==> config.mk <==
export PLATFORM = sky130hd
export DESIGN_NAME = seq_divider_32
export DESIGN_NICKNAME = d
export VERILOG_FILES = /design/src/rtl/multdiv_pkg.sv /design/src/rtl/div_step.sv /design/src/rtl/seq_divider_32.sv
export SDC_FILE = /design/constraint.sdc
export NUM_CORES = 1
export LEC_CHECK = 0
export BUFFER_PORTS_ARGS = -buffer_cell sky130_fd_sc_hd__clkbuf_2
export CAP_MARGIN = 30
export CORE_ASPECT_RATIO = 0.75
export CORE_MARGIN = 10
export CORE_UTILIZATION = 55
export DETAILED_ROUTE_END_ITERATION = 8
export MAX_ROUTING_LAYER = met4
export PLACE_DENSITY = 0.76
export SETUP_SLACK_MARGIN = 0.1
export SYNTH_ARGS = -nofsm -noshare
export SYNTH_HDL_FRONTEND = slang
export SYNTH_SLANG_ARGS = --single-unit
export TNS_END_PERCENT = 100
==> constraint.sdc <==
create_clock -name clock -period 4.4 [get_ports clock]
set_clock_uncertainty 0.2 [all_clocks]
set_input_delay 0.22 -clock clock [delete_from_list [all_inputs] [get_ports clock]]
set_output_delay 0.22 -clock clock [all_outputs]
set_load 0.005 [all_outputs]
==> src/rtl/multdiv_pkg.sv <==
// Shared definitions for the multdiv unit: divider state encoding and
// the constants the divider fixup logic compares against.
package multdiv_pkg;

    typedef enum logic [1:0] {
        IDLE = 2'd0,
        RUN  = 2'd1,
        FIX  = 2'd2,
        DONE = 2'd3
    } div_state_e;

    localparam logic [31:0] INT_MIN   = 32'h8000_0000;
    localparam logic [4:0]  ITER_LAST = 5'd31;

endpackage

==> src/rtl/div_step.sv <==
// One combinational restoring-division iteration on the {rem, quo} pair.
module div_step #(
    parameter int WIDTH = 32
) (
    input  logic [WIDTH-1:0] rem_i,
    input  logic [WIDTH-1:0] quo_i,
    input  logic [WIDTH-1:0] dmag_i,
    output logic [WIDTH-1:0] rem_o,
    output logic [WIDTH-1:0] quo_o
);

    logic [WIDTH:0] rem_sh;
    logic           ge;

    always_comb begin
        rem_sh = {rem_i, quo_i[WIDTH-1]};
        // Keeping the carry-out bit in the compare makes trial >= 0 exact.
        ge     = (rem_sh >= {1'b0, dmag_i});
        rem_o  = ge ? (rem_sh[WIDTH-1:0] - dmag_i) : rem_sh[WIDTH-1:0];
        quo_o  = {quo_i[WIDTH-2:0], ge};
    end

endmodule

==> src/rtl/seq_divider_32.sv <==
// Sequential signed restoring divider: one quotient bit per cycle on
// magnitudes, then a single sign-fixup cycle before presenting the result.
module seq_divider_32
    import multdiv_pkg::*;
#(
    parameter int WIDTH = 32
) (
    input  logic             clock,
    input  logic             reset_n,
    input  logic             start,
    input  logic [WIDTH-1:0] dividend,
    input  logic [WIDTH-1:0] divisor,
    output logic             ready,
    output logic [WIDTH-1:0] quotient,
    output logic [WIDTH-1:0] remainder,
    output logic             result_valid,
    output logic             exception
);

    div_state_e       state_q, state_d;
    logic [4:0]       cnt_q, cnt_d;
    logic [WIDTH-1:0] rem_q, rem_d;
    logic [WIDTH-1:0] quo_q, quo_d;
    logic [WIDTH-1:0] dmag_q, dmag_d;
    logic             dvd_neg_q, dvd_neg_d;
    logic             dvs_neg_q, dvs_neg_d;
    logic             ovf_q, ovf_d;
    logic [WIDTH-1:0] quotient_q, quotient_d;
    logic [WIDTH-1:0] remainder_q, remainder_d;
    logic             valid_q, valid_d;
    logic             exc_q, exc_d;

    logic [WIDTH-1:0] step_rem, step_quo;
    logic             accept;

    div_step #(.WIDTH(WIDTH)) u_step (
        .rem_i  (rem_q),
        .quo_i  (quo_q),
        .dmag_i (dmag_q),
        .rem_o  (step_rem),
        .quo_o  (step_quo)
    );

    assign ready        = (state_q == IDLE) || (state_q == DONE);
    assign accept       = start && ready;
    assign quotient     = quotient_q;
    assign remainder    = remainder_q;
    assign result_valid = valid_q;
    assign exception    = exc_q;

    always_comb begin
        state_d     = state_q;
        cnt_d       = cnt_q;
        rem_d       = rem_q;
        quo_d       = quo_q;
        dmag_d      = dmag_q;
        dvd_neg_d   = dvd_neg_q;
        dvs_neg_d   = dvs_neg_q;
        ovf_d       = ovf_q;
        quotient_d  = quotient_q;
        remainder_d = remainder_q;
        valid_d     = valid_q;
        exc_d       = exc_q;

        case (state_q)
            IDLE, DONE: begin
                // A divide-by-zero lands in DONE with valid low; it rises a cycle later.
                if (state_q == DONE) valid_d = 1'b1;
                if (accept) begin
                    dvd_neg_d = dividend[WIDTH-1];
                    dvs_neg_d = divisor[WIDTH-1];
                    dmag_d    = divisor[WIDTH-1] ? (~divisor + 1'b1) : divisor;
                    quo_d     = dividend[WIDTH-1] ? (~dividend + 1'b1) : dividend;
                    rem_d     = '0;
                    cnt_d     = '0;
                    valid_d   = 1'b0;
                    ovf_d     = (dividend == INT_MIN) && (divisor == '1);
                    if (divisor == '0) begin
                        state_d     = DONE;
                        quotient_d  = '1;
                        remainder_d = dividend;
                        exc_d       = 1'b1;
                    end else begin
                        state_d = RUN;
                        exc_d   = 1'b0;
                    end
                end
            end
            RUN: begin
                rem_d = step_rem;
                quo_d = step_quo;
                cnt_d = cnt_q + 5'd1;
                if (cnt_q == ITER_LAST) state_d = FIX;
            end
            FIX: begin
                quotient_d  = (dvd_neg_q ^ dvs_neg_q) ? (~quo_q + 1'b1) : quo_q;
                remainder_d = dvd_neg_q ? (~rem_q + 1'b1) : rem_q;
                exc_d       = ovf_q;
                valid_d     = 1'b1;
                state_d     = DONE;
            end
            default: state_d = IDLE;
        endcase
    end

    always_ff @(posedge clock or negedge reset_n) begin
        if (!reset_n) begin
            state_q     <= IDLE;
            cnt_q       <= '0;
            rem_q       <= '0;
            quo_q       <= '0;
            dmag_q      <= '0;
            dvd_neg_q   <= 1'b0;
            dvs_neg_q   <= 1'b0;
            ovf_q       <= 1'b0;
            quotient_q  <= '0;
            remainder_q <= '0;
            valid_q     <= 1'b0;
            exc_q       <= 1'b0;
        end else begin
            state_q     <= state_d;
            cnt_q       <= cnt_d;
            rem_q       <= rem_d;
            quo_q       <= quo_d;
            dmag_q      <= dmag_d;
            dvd_neg_q   <= dvd_neg_d;
            dvs_neg_q   <= dvs_neg_d;
            ovf_q       <= ovf_d;
            quotient_q  <= quotient_d;
            remainder_q <= remainder_d;
            valid_q     <= valid_d;
            exc_q       <= exc_d;
        end
    end

endmodule

; ---- Word level (Yosys, flattened, before mapping)
; Index checks and enable logic that the tools add are counted.
[word_totals]
regBits = 172
latchBits = 0
mem_bits_rw = 0
romBits = 0
inputBits = 67
word_cells = 75
memories = 0
[op_classes]
add_sub_neg = 6
n_mul = 0
div_mod_pow = 0
n_lt_le_gt_ge = 1
eq_ne = 10
n_shift = 0
mux = 27
bitwise = 5
n_reduce_logical = 14
[ops]
columns = op, count
row1 = 32-bit 2-to-1 mux, 11
row2 = 32-bit case mux with 2 select lines, 4
row3 = "32-bit by 1-bit adder with 32-bit output, second input constant", 4
row4 = 32-bit inverter, 4
row5 = "32-bit == test, second input constant", 2
row6 = 33-bit by 32-bit greater-or-equal comparator with 1-bit output, 1
row7 = 32-bit zero test, 1
row8 = 32-bit subtractor, 1
row9 = 5-bit case mux with 2 select lines, 1
row10 = 2-bit AND reduction, 5
row11 = 2-bit 2-to-1 mux, 3
row12 = "2-bit inequality test, second input constant", 3
row13 = 2-bit case mux with 3 select lines, 1
row14 = "5-bit by 1-bit adder with 5-bit output, second input constant", 1
row15 = "5-bit == test, second input constant", 1
row16 = 5-bit 2-to-1 mux, 1
row17 = "2-bit == test, second input constant", 2
row18 = 1-bit 2-to-1 mux, 4
row19 = 1-bit case mux with 2 select lines, 2
row20 = 2-bit nonzero test, 2
row21 = "3-bit inequality test, second input constant", 1
row22 = 3-bit AND reduction, 1
row23 = "2-bit by 1-bit == test with 1-bit output, second input constant", 1
row24 = 1-bit logical AND, 2
row25 = 4 further kinds, 4

; ---- Depth between registers and ports, before layout
[logic_depth]
word_depth = 5
mapped_depth = 13

; ---- Modules after synthesis
; Synthesis repeated with hierarchy kept, for this count alone.
[hier_totals]
cells_unflattened = 1457
hier_area_um2 = 12386.9
[by_module_without_submodules]
columns = module, n_inst, cells_each, area_per_inst_um2
row1 = seq_divider_32, 1, 1063, 9785.6
row2 = div_step, 1, 394, 2601.2

; ---- Worst setup path after synthesis
; OpenSTA, ideal clock, no wires.
[synth_path]
path_type = register -> register
startpoint = register rem_q[2]
endpoint = register rem_q[27]
setup_ns = 0.126
arrival_time_ns = 2.833
required_time_ns = 4.074
slack_ns = 1.241
stages_incl_launch_ff = 11
n_path_buf = 1
period_less_slack_ns = 3.159
cell_sequence = dfrtp_1 > ha_1 > and3_1 > and3_1 > a2111oi_0 > a2111oi_0 > o21ai_1 > a21o_1 > nand2_1 > clkbuf_1 > a221o_1
[synth_via]
elab_chain_len = 3
word_cells_on_any_way = 4
[synth_lines]
columns = item, line
row1 = start: declaration, seq_divider_32.sv:22  ; logic [WIDTH-1:0] rem_q, rem_d;
row2 = start signal: assignment, seq_divider_32.sv:123  ; rem_q <= rem_d;
row3 = 32-bit subtractor / 33-bit by 32-bit greater-or-equal comparator with 1-bit output (equally long branches), "div_step.sv:19, div_step.sv:18"
row4 = 32-bit 2-to-1 mux *, div_step.sv:19  ; rem_o = ge ? (rem_sh[WIDTH-1:0] - dmag_i) : rem_sh[WIDTH-1:0];
row5 = 32-bit case mux with 2 select lines *, seq_divider_32.sv:65  ; case (state_q)
; Mark *: on every way between the ends. The rest lies on a longest branch, timed or not.
; A chain may end at the register's enable or synchronous reset.

; ---- Final worst setup path
[layout_path]
startpoint = register rem_q[9]
endpoint = register rem_q[7]
[layout_via]
elab_chain_len = 3
[layout_lines]
columns = item, line
row1 = 33-bit by 32-bit greater-or-equal comparator with 1-bit output, div_step.sv:18  ; ge = (rem_sh >= {1'b0, dmag_i});
row2 = 32-bit 2-to-1 mux, div_step.sv:19
row3 = 32-bit case mux with 2 select lines, seq_divider_32.sv:65
; No other way between the ends.

==> flow_metrics.py <==
metrics = {
    "cells_and_area": {
        "flow.area_growth_from_synthesis_pct": 16.46,
        "layout_common_cells": "nand2_1 (196), o21ai_0 (173), dfrtp_1 (172)",
        "final.fill_count": 1871,
        "design.final.nets": 1714,
        "final_cells": 1904,
        "drive_above_1_share_pct": 13.30,
        "n_antenna_cell": 0,
        "util_after_layout_pct": 65.75,
        "layout_commonest_cell": "nand2_1",
        "final_area_um2": 14000,
    },
    "sta": {
        "final.setup.worst_slack_ns": 0.4506,
        "hold_viol_final": 0,
        "fmax_mhz": 253.2,
        "relSlewSlack_pct": 34.19,
        "rsz0062_at_grt": "false",
        "period_share_pct": 89.76,
        "final_max_slew_viol_count": 0,
        "final.min_clock_period_ns": 3.949,
        "final.setup.tns_ns": 0,
        "setup_viol": 0,
        "fin_hold_ws_ns": 0.0001482,
        "max_slew.worst_pin.slew_ns": 0.9734,
    },
    "routing": {
        "routed_wl_per_cell_um": 19.38,
        "post-route-drc-count": 0,
        "detail_route_antenna_nets": 0,
        "drt-total-wl_um": 36910,
        "vias": 11660,
        "drt_iter0_drc": 1221,
        "iteration_count_of_the_initial_detailed_routing_pass": 6,
        "via_per_inst": 6.122,
    },
    "worst_setup_path": {
        "cp_data_arrival_time_ns": 4.06,
        "worst_setup_path_start_kind": "flop",
        "cp_max_fo": 18,
        "setup.worst_path.class": "flop to flop",
        "crit_path_end_kind": "flop",
        "critPathRequiredTime_ns": 4.51,
    },
    "hold_path": {
        "min-delay-path-class": "input pin to flop",
    },
    "synthesis": {
        "synth_edf_count": 0,
        "yosysWarningCount": 0,
        "synth_cells": 1470,
        "synth-adder-area-share_pct": 4.641,
        "synth-seq-area-share_pct": 35.80,
        "synthXorXnorAreaFrac_pct": 10.64,
        "postSynth.topFlopCell": "dfrtp_1",
        "yosys.area_share.simple_pct": 19.00,
        "synth_top_family_by_area": "compound AO/OA/AOI/OAI gates",
        "netlist-cell-type-count": 67,
        "netlist_area_um2": 12020,
        "synth.ff_latch_count": 172,
        "mappedNetlistNets": 1581,
        "post_synth.cell_area_avg_um2": 8.179,
        "synth.mux.area_fraction_pct": 1.759,
        "share_of_the_synthesized_area_in_compound_gates_ao_oa_aoi_oai_pct": 23.64,
        "postSynth.asyncResetShare_pct": 100.0,
    },
    "grt": {
        "grt_util_all_layers_pct": 26.57,
        "grt_max_degree": 103,
        "grt_overflow_total": 0,
        "grt_antenna_before_repair": 1,
        "global_route_wire_length_before_repair_um": 59440,
        "grt_pass1_vias": 10910,
    },
    "status": {
        "status": "completed",
    },
    "power_and_ir_drop": {
        "power-per-cell-area_nw_per_um2": 749.6,
        "power.ir.vdd_worst_uv": 449.7,
        "post-layout-total-power_mw": 10.50,
        "leakagePower_nw": 6.096,
    },
    "place": {
        "placed_cells": 1825,
        "portBuffers": 133,
        "placer_s_final_routability_congestion_estimate": 0.9713,
        "place_area_um2": 12940,
        "pre_cts_slack_ns": 0.5322,
        "dpl.hpwl_um": 27020,
    },
    "flow_run": {
        "drv_cap": 0,
    },
    "floorplan": {
        "boundaryPins": 134,
        "fp.dieH_um": 148.0,
        "floorplan.die_area_um2": 28230,
        "row_count": 46,
        "die_x_um": 190.7,
        "core_region_area_um2": 21300,
        "floorplan.initialDensity_pct": 56.46,
    },
    "clock_tree": {
        "clk_path_buf_depth": 2,
        "cts.htree.levels": 4,
        "clockRootBuffer": "clkbuf_16",
        "worstSkewPairLatency_ns": 0.44,
        "tritoncts_num_sinks": 172,
        "clk_pin_slew_ns": 0.07,
        "cts_buffer_count": 17,
        "tritoncts": "built",
    },
}
==> worst max-delay path, cell delays in order, from the launching register on <==
cell and delay [ns]:
dfrtp_1 0.47, ha_1 0.43, a21oi_1 0.31, o21ai_1 0.13
a2111oi_0 0.51, a2111oi_0 0.31, o21ai_1 0.33, a21o_1 0.42
nand2_1 0.16, buf_4 0.24, a221o_1 0.33
==> final timing paths <==
| check | from | end | slack [ns] | depth (start not counted) |
|---|---|---|---|---|
| max | rem_q[9]$_DFFE_PN0P_ | rem_q[7]$_DFFE_PN0P_ | 0.45 | 10 |
| max reg2reg | rem_q[9]$_DFFE_PN0P_ | rem_q[7]$_DFFE_PN0P_ | 0.45 | 10 |
| min in group asynchronous | reset_n | dmag_q[11]$_DFFE_PN0P_ | 0.01 | 2 |
| min reg2reg | dmag_q[24]$_DFFE_PN0P_ | dmag_q[24]$_DFFE_PN0P_ | 0.28 | 2 |
| min | dividend[2] | remainder[2]$_DFFE_PN0P_ | 0.0001 | 3 |
| max in group asynchronous | reset_n | dmag_q[0]$_DFFE_PN0P_ | 2.92 | 4 |
==> cells in the mapped netlist (all sizes together), types with 4 or more instances <==
cell type,count,area [um2]
nor2b,9,56.30
or4,19,158.9
o41ai,11,130.1
xor2,94,823.3
ha,43,538.0
and2,7,43.79
a21boi,4,30.03
nor4,14,93.84
and3,10,62.56
a211oi,4,30.03
o211ai,16,120.1
nor3b,4,30.03
or3,31,214.0
a41oi,7,61.31
and4,5,43.79
o21a,4,30.03
a31oi,37,231.5
inv,56,210.2
a221o,8,80.08
o31ai,36,280.3
dfrtp,172,4304
clkbuf,71,266.5
nand4,15,93.84
mux2i,20,200.2
nor2,120,450.4
a21oi,95,475.5
o21bai,9,67.56
o21ai,186,930.9
a2111oi,4,35.03
nand3,11,55.05
nand2b,5,31.28
buf,14,66.32
o22ai,4,25.02
nor3,28,140.1
xnor2,52,455.4
a21o,11,82.58
nand2,197,739.5
==> repair_timing <==
| item | CTS | global route |
|---|---|---|
| gates resized for setup | 0 | 0 |
| hold buffers | 45 | 0 |
| setup buffers | 0 | 0 |
| hold endpoints to repair | 154 | 0 |
==> logic make-up (layout without fill, tap and decap cells) <==
| kind of cell | after synthesis | in the layout |
|---|---|---|
| AOI/OAI and AO/OA | 462 | 462 |
| adders and majority gates | 44 | 44 |
| xor gates and xnor gates | 146 | 146 |
| DFF | 172 | 172 |
| muxes | 21 | 21 |
| and+or+nand+nor | 484 | 484 |
| buffers and inverters | 141 | 287 |
==> state kept, by name, summed over array words and instances, names as in the netlist <==
| name | count |
|---|---|
| result_valid | 1 |
| dmag_q | 32 |
| state_q | 2 |
| quo_q | 32 |
| quotient | 32 |
| cnt_q | 5 |
| dvs_neg_q | 1 |
| remainder | 32 |
| rem_q | 32 |
| dvd_neg_q | 1 |
| exception | 1 |
| ovf_q | 1 |
==> where the power goes <==
group | internal, mW | switching (mW) | leakage (nW) | total [mW]
clock network | 0.755 | 0.746 | 0.274 | 1.50
logic | 2.35 | 3.82 | 3.75 | 6.17
registers | 2.20 | 0.619 | 2.07 | 2.82
==> routing by layer <==
metal / up-vias / wire, um / GRT usage (%)
li1: 5549 / - / -
met1: 5570 / 17500 / 38.25
met2: 502 / 15900 / 37.69
met3: 36 / 3095 / 5.430
met4: 0 / 418 / 5.263
met5: - / 0 / -
==> area by class of cell <==
type                    count  area (um2)  area share, %
clock buffers              17       425.4          3.038
clock inverters            15       148.9          1.063
inverters                  56       210.2          1.501
multi-input cells        1157        7203          51.44
flip-flops and latches    172        4304          30.74
well taps                 288       360.3          2.573
repair buffers            199        1350          9.642
Power figures use the tool's default switching activity.
